File: config.mk
export PLATFORM = sky130hd
export DESIGN_NAME = ptw_arbiter
export DESIGN_NICKNAME = d
export VERILOG_FILES = /design/src/rtl/ptw_arbiter.sv
export SDC_FILE = /design/constraint.sdc
export NUM_CORES = 1
export LEC_CHECK = 0
export ABC_AREA = 1
export ABC_CLOCK_PERIOD_IN_PS = 3500
export BUFFER_PORTS_ARGS = -buffer_cell sky130_fd_sc_hd__buf_2
export CAP_MARGIN = 40
export CORE_MARGIN = 3
export CORE_UTILIZATION = 30
export DETAILED_ROUTE_END_ITERATION = 10
export MAX_ROUTING_LAYER = met4
export PLACE_DENSITY = 0.66
export SETUP_SLACK_MARGIN = 0.2
export SYNTH_ARGS = -nofsm -noshare
export SYNTH_HDL_FRONTEND = slang
export SYNTH_SLANG_ARGS = --single-unit
File: constraint.sdc
create_clock -name clock -period 3.5 [get_ports clock]
set_clock_uncertainty 0.1 [all_clocks]
set_input_delay 0.35 -clock clock [delete_from_list [all_inputs] [get_ports clock]]
set_output_delay 0.35 -clock clock [all_outputs]
set_load 0.02 [all_outputs]
File: src/rtl/ptw_arbiter.sv
// Shares one page-table walker between the ITLB (0) and DTLB (1), one walk in flight.
// PTW_ARB_RR_EN selects round-robin arbitration; fixed ITLB priority otherwise.
module ptw_arbiter #(
  parameter int ADDR_W = 27,
  parameter int PPN_W  = 38
) (
  input  logic              clock,
  input  logic              reset,
  input  logic              io_req0_valid,
  output logic              io_req0_ready,
  input  logic [ADDR_W-1:0] io_req0_bits_addr,
  input  logic [1:0]        io_req0_bits_prv,
  input  logic              io_req0_bits_pum,
  input  logic              io_req0_bits_mxr,
  input  logic              io_req0_bits_store,
  input  logic              io_req0_bits_fetch,
  input  logic              io_req1_valid,
  output logic              io_req1_ready,
  input  logic [ADDR_W-1:0] io_req1_bits_addr,
  input  logic [1:0]        io_req1_bits_prv,
  input  logic              io_req1_bits_pum,
  input  logic              io_req1_bits_mxr,
  input  logic              io_req1_bits_store,
  input  logic              io_req1_bits_fetch,
  output logic              io_resp0_valid,
  output logic              io_resp1_valid,
  output logic [PPN_W-1:0]  io_resp_bits_pte_ppn,
  output logic              io_resp_bits_pte_d,
  output logic              io_resp_bits_pte_a,
  output logic              io_resp_bits_pte_g,
  output logic              io_resp_bits_pte_u,
  output logic              io_resp_bits_pte_x,
  output logic              io_resp_bits_pte_w,
  output logic              io_resp_bits_pte_r,
  output logic              io_resp_bits_pte_v,
  input  logic              io_invalidate,
  output logic              io_req0_invalidate,
  output logic              io_req1_invalidate,
  output logic              io_ptw_req_valid,
  input  logic              io_ptw_req_ready,
  output logic [ADDR_W-1:0] io_ptw_req_bits_addr,
  output logic [1:0]        io_ptw_req_bits_prv,
  output logic              io_ptw_req_bits_pum,
  output logic              io_ptw_req_bits_mxr,
  output logic              io_ptw_req_bits_store,
  output logic              io_ptw_req_bits_fetch,
  input  logic              io_ptw_resp_valid,
  input  logic [PPN_W-1:0]  io_ptw_resp_bits_pte_ppn,
  input  logic              io_ptw_resp_bits_pte_d,
  input  logic              io_ptw_resp_bits_pte_a,
  input  logic              io_ptw_resp_bits_pte_g,
  input  logic              io_ptw_resp_bits_pte_u,
  input  logic              io_ptw_resp_bits_pte_x,
  input  logic              io_ptw_resp_bits_pte_w,
  input  logic              io_ptw_resp_bits_pte_r,
  input  logic              io_ptw_resp_bits_pte_v,
  output logic              io_owner
);

  typedef enum logic [1:0] {
    S_idle = 2'h0,
    S_req  = 2'h1,
    S_wait = 2'h2
  } state_e;

  state_e            state_q, state_d;
  logic              owner_q, owner_d;
  logic [ADDR_W-1:0] addr_q, addr_d;
  logic [1:0]        prv_q, prv_d;
  logic [3:0]        attr_q, attr_d;
  logic [1:0]        grant;
  logic              any_v;
  logic              win;
`ifdef PTW_ARB_RR_EN
  logic              last_q, last_d;
`endif

  assign any_v = io_req0_valid | io_req1_valid;

`ifdef PTW_ARB_RR_EN
  // On a tie the requester not granted last time wins.
  assign win = (io_req0_valid & io_req1_valid) ? ~last_q : io_req1_valid;
`else
  assign win = ~io_req0_valid;
`endif

  always_comb begin
    state_d = state_q;
    owner_d = owner_q;
    addr_d  = addr_q;
    prv_d   = prv_q;
    attr_d  = attr_q;
    grant   = 2'b00;
`ifdef PTW_ARB_RR_EN
    last_d  = last_q;
`endif
    case (state_q)
      S_idle: begin
        if (any_v) begin
          grant   = win ? 2'b10 : 2'b01;
          owner_d = win;
          state_d = S_req;
`ifdef PTW_ARB_RR_EN
          last_d  = win;
`endif
          if (win) begin
            addr_d = io_req1_bits_addr;
            prv_d  = io_req1_bits_prv;
            attr_d = {io_req1_bits_pum, io_req1_bits_mxr,
                      io_req1_bits_store, io_req1_bits_fetch};
          end else begin
            addr_d = io_req0_bits_addr;
            prv_d  = io_req0_bits_prv;
            attr_d = {io_req0_bits_pum, io_req0_bits_mxr,
                      io_req0_bits_store, io_req0_bits_fetch};
          end
        end
      end
      S_req: begin
        if (io_ptw_req_ready) state_d = S_wait;
      end
      S_wait: begin
        if (io_ptw_resp_valid) state_d = S_idle;
      end
      default: state_d = S_idle;
    endcase
  end

  always_ff @(posedge clock) begin
    if (reset) begin
      state_q <= S_idle;
      owner_q <= 1'b0;
      addr_q  <= '0;
      prv_q   <= '0;
      attr_q  <= '0;
`ifdef PTW_ARB_RR_EN
      last_q  <= 1'b0;
`endif
    end else begin
      state_q <= state_d;
      owner_q <= owner_d;
      addr_q  <= addr_d;
      prv_q   <= prv_d;
      attr_q  <= attr_d;
`ifdef PTW_ARB_RR_EN
      last_q  <= last_d;
`endif
    end
  end

  assign io_req0_ready = grant[0];
  assign io_req1_ready = grant[1];

  assign io_resp0_valid = (state_q == S_wait) & io_ptw_resp_valid & ~owner_q;
  assign io_resp1_valid = (state_q == S_wait) & io_ptw_resp_valid & owner_q;

  assign io_ptw_req_valid      = (state_q == S_req);
  assign io_ptw_req_bits_addr  = addr_q;
  assign io_ptw_req_bits_prv   = prv_q;
  assign io_ptw_req_bits_pum   = attr_q[3];
  assign io_ptw_req_bits_mxr   = attr_q[2];
  assign io_ptw_req_bits_store = attr_q[1];
  assign io_ptw_req_bits_fetch = attr_q[0];

  assign io_owner = (state_q == S_idle) ? 1'b0 : owner_q;

  assign io_req0_invalidate = io_invalidate;
  assign io_req1_invalidate = io_invalidate;

  assign io_resp_bits_pte_ppn = io_ptw_resp_bits_pte_ppn;
  assign io_resp_bits_pte_d   = io_ptw_resp_bits_pte_d;
  assign io_resp_bits_pte_a   = io_ptw_resp_bits_pte_a;
  assign io_resp_bits_pte_g   = io_ptw_resp_bits_pte_g;
  assign io_resp_bits_pte_u   = io_ptw_resp_bits_pte_u;
  assign io_resp_bits_pte_x   = io_ptw_resp_bits_pte_x;
  assign io_resp_bits_pte_w   = io_ptw_resp_bits_pte_w;
  assign io_resp_bits_pte_r   = io_ptw_resp_bits_pte_r;
  assign io_resp_bits_pte_v   = io_ptw_resp_bits_pte_v;

endmodule

==> flow_summary.json <==
{
  "synth-compound-area-share_pct": 1.02,
  "worst_ep_arrival_time_ns": 1.59,
  "remaining_drc_errors": 0,
  "combinational_family_with_the_most_area_after_synthesis": "simple AND/OR/NAND/NOR gates",
  "synth_area_per_cell_um2": 5.97,
  "die-width_um": 94.1,
  "cts_post_setup_buffers_inserted": 0,
  "p_per_area_nw_per_um2": 423,
  "area.growth.synth_to_final_pct": 13.7,
  "cp-start-kind": "register",
  "gr-total-overflow": 0,
  "synthMostInstantiatedCell": "nand2_1",
  "post-route-period-util_pct": 58.1,
  "synth-xor-area-share_pct": 0,
  "worstRegToRegCells": 5,
  "clock_path_buffers": 2,
  "grt_max_degree": 69,
  "grt_first_pass_wirelength_um": 7910,
  "post_cts_hold_buffer_count": 0,
  "postSynthNetCount": 509,
  "grt_setup_unrepaired": "false",
  "hpwlAfterDp_um": 3620,
  "ir_worst_vdd_mv": 0.156,
  "wirelength_um": 4900,
  "finalWeightedCongestion": 0.720,
  "tritoncts.num_buffers": 5,
  "clk_root_buffer_cell": "clkbuf_8",
  "num_rows": 31,
  "clock_network_latency_to_the_later_pin_of_the_worst_skew_pair_ns": 0.28,
  "worst_setup_path_end_kind": "output port",
  "tns_ns": 0,
  "yosys_register_bits": 36,
  "ant_nets": 0,
  "synth_top_area_share_pct": 30.9,
  "final_nets": 563,
  "numPortBuffers": 110,
  "outcome": "complete, no violations",
  "final-max-slew-violation-count": 0,
  "timing.critical_path.required_ns": 3.05,
  "max-slew-margin-rel_pct": 54.6,
  "mappedNetlistArea_um2": 2330,
  "gate_count_after_technology_mapping": 390,
  "post_cts_resized": 0,
  "htree_levels": 2,
  "yosys-top-cells-area": "dfxtp_1 (31%), nand2_1 (27%), buf_4 (15%), nor2_1 (11%), inv_1 (6.1%)",
  "share_of_synthesized_registers_carrying_an_async_set_or_reset_pct": 0,
  "holdPathStages": 2,
  "cp.depth": 4,
  "route.vias.total": 2126,
  "cell_family_with_most_cp_delay": "simple AND/OR/NAND/NOR gates",
  "overall_die_area_um2": 8860,
  "maxCapViolations": 0,
  "synth_cell_types": 20,
  "critical-path-slowest-cell": "nand2_4",
  "synth_top_area_cell": "dfxtp_1",
  "cts_sinks": 36,
  "synth_ff_type": "dfxtp_1",
  "setup_viol_count_final": 0,
  "vias_per_cell": 3.91,
  "worstSetupPathType": "reg -> out",
  "crit_path_cell_chain": "nor2_4 -> nand2_4 -> nor2_1 -> buf_2",
  "n_antenna_cell": 0,
  "critical-path-max-stage-delay_ns": 0.38,
  "leakage_nw": 1.61,
  "finalHoldViolCount": 0,
  "io_pins": 206,
  "finalWorstPathRequiredPeriod_ns": 2.04,
  "routedWlPerCell_um": 9.01,
  "crit_fanout": 68,
  "synth_simple_gate_area_share_pct": 41.2,
  "initial_utilization_pct": 31.4,
  "clk_transition_reported_paths_ns": 0.07,
  "sequential_fraction_of_the_synthesis_area_pct": 30.9,
  "synth-edff-count": 0,
  "design_area_um2": 2650,
  "worst-path-buf-inv": 1,
  "synth_warn": 0,
  "max_freq_mhz": 491,
  "post_synth_fa_ha_maj_area_fraction_pct": 0,
  "type_of_the_worst_min_delay_path": "in -> reg",
  "first_global_vias": 1889,
  "postPlaceCellArea_um2": 2560,
  "post_route_cells_drive_above_1_share_pct": 29.7,
  "worstMarginPinSlew_ns": 0.681,
  "antenna_found_initial": 0,
  "track_usage_pct": 11.3,
  "drt_pre_antenna_iters": 4,
  "fp.coreArea_um2": 7410,
  "yosys-top-cells-count": "nand2_1 (167), nor2_1 (66), buf_4 (48), inv_1 (38), dfxtp_1 (36)",
  "number_of_violations_reported_at_the_end_of_detailed_routing_iteration_0": 52,
  "tritoncts": "yes",
  "post_synth_mux_area_share_pct": 0,
  "die_y_um": 94.1
}
final cells by class:
cell class	count	area (um2)
clock buffer	6	82.6
clock inverter	2	10.0
fill	819	4760
inverter	40	155
multi-input combinational	249	983
sequential	36	721
tap	99	124
timing repair buffer	112	573
cells in the final DEF, fill, tap and decap left out:
master and n:
dfxtp_1 36, a21oi_1 2, nand3_1 1, o21ai_0 1, inv_1 38, inv_6 1, clkinv_1 1, buf_2 110
nand2_4 1, a21oi_2 1, buf_4 1, clkinv_2 2, buf_8 1, nor2_2 7, nor2_4 1, clkbuf_8 6
nand3b_1 1, nor2_1 66, nand2_2 1, nand2_1 167
worst register-to-register path, stage by stage (launching register included):
cell,delay (ns)
dfxtp_1,0.42
nor2_4,0.08
nand2_4,0.50
nand2_1,0.15
nand2_1,0.09
nor2_1,0.05
stage by stage:
step / hold slack (ns) / cells / utilization, % / power, W / setup slack, ns
after global placement: 0.394 / 535 / 34.3 / 0.000830 / 1.44
after global routing: 0.144 / 544 / 35.8 / 0.00122 / 1.29
final: 0.159 / 544 / 35.8 / 0.00112 / 1.46
after detailed placement: 0.398 / 536 / 34.5 / 0.000837 / 1.46
after CTS: 0.144 / 544 / 35.8 / 0.00115 / 1.43
after floorplan: 0.312 / 390 / - / 0.000815 / 1.88
path summary, 6_finish.rpt:
check                                         startpoint                       end  slack (ns)
worst max-delay path                          state_q[1]             io_req1_ready        1.46
worst min-delay path                               reset                state_q[0]        0.16
worst max register to register                state_q[1]  io_ptw_req_bits_addr[11]        2.01
worst min register to register  io_ptw_req_bits_addr[26]  io_ptw_req_bits_addr[26]        0.41
sequential cells by signal, indices dropped and copies added (netlist names):
register / count
state_q: 2
io_ptw_req_bits_prv: 2
attr_q: 4
io_ptw_req_bits_addr: 27
owner_q: 1
logic make-up after synthesis:
| logic type | after synthesis |
|---|---|
| buffers and inverters | 105 |
| DFF | 36 |
| AOI/OAI and AO/OA | 4 |
| and+or+nand+nor | 245 |
power breakdown:
| part | switching [W] | internal, W |
|---|---|---|
| Sequential | 0.0000237 | 0.000458 |
| Clock | 0.000141 | 0.000157 |
| Combinational | 0.000215 | 0.000126 |
per-layer routing:
| layer | up-vias | wire length (um) | global-route usage [%] |
|---|---|---|---|
| li1 | 1184 | - | - |
| met1 | 851 | 2120 | 12.6 |
| met2 | 81 | 2330 | 19.0 |
| met3 | 10 | 374 | 3.04 |
| met4 | 0 | 76 | 4.57 |
| met5 | - | 0 | - |
No activity file was read; power rests on OpenSTA's default activity.
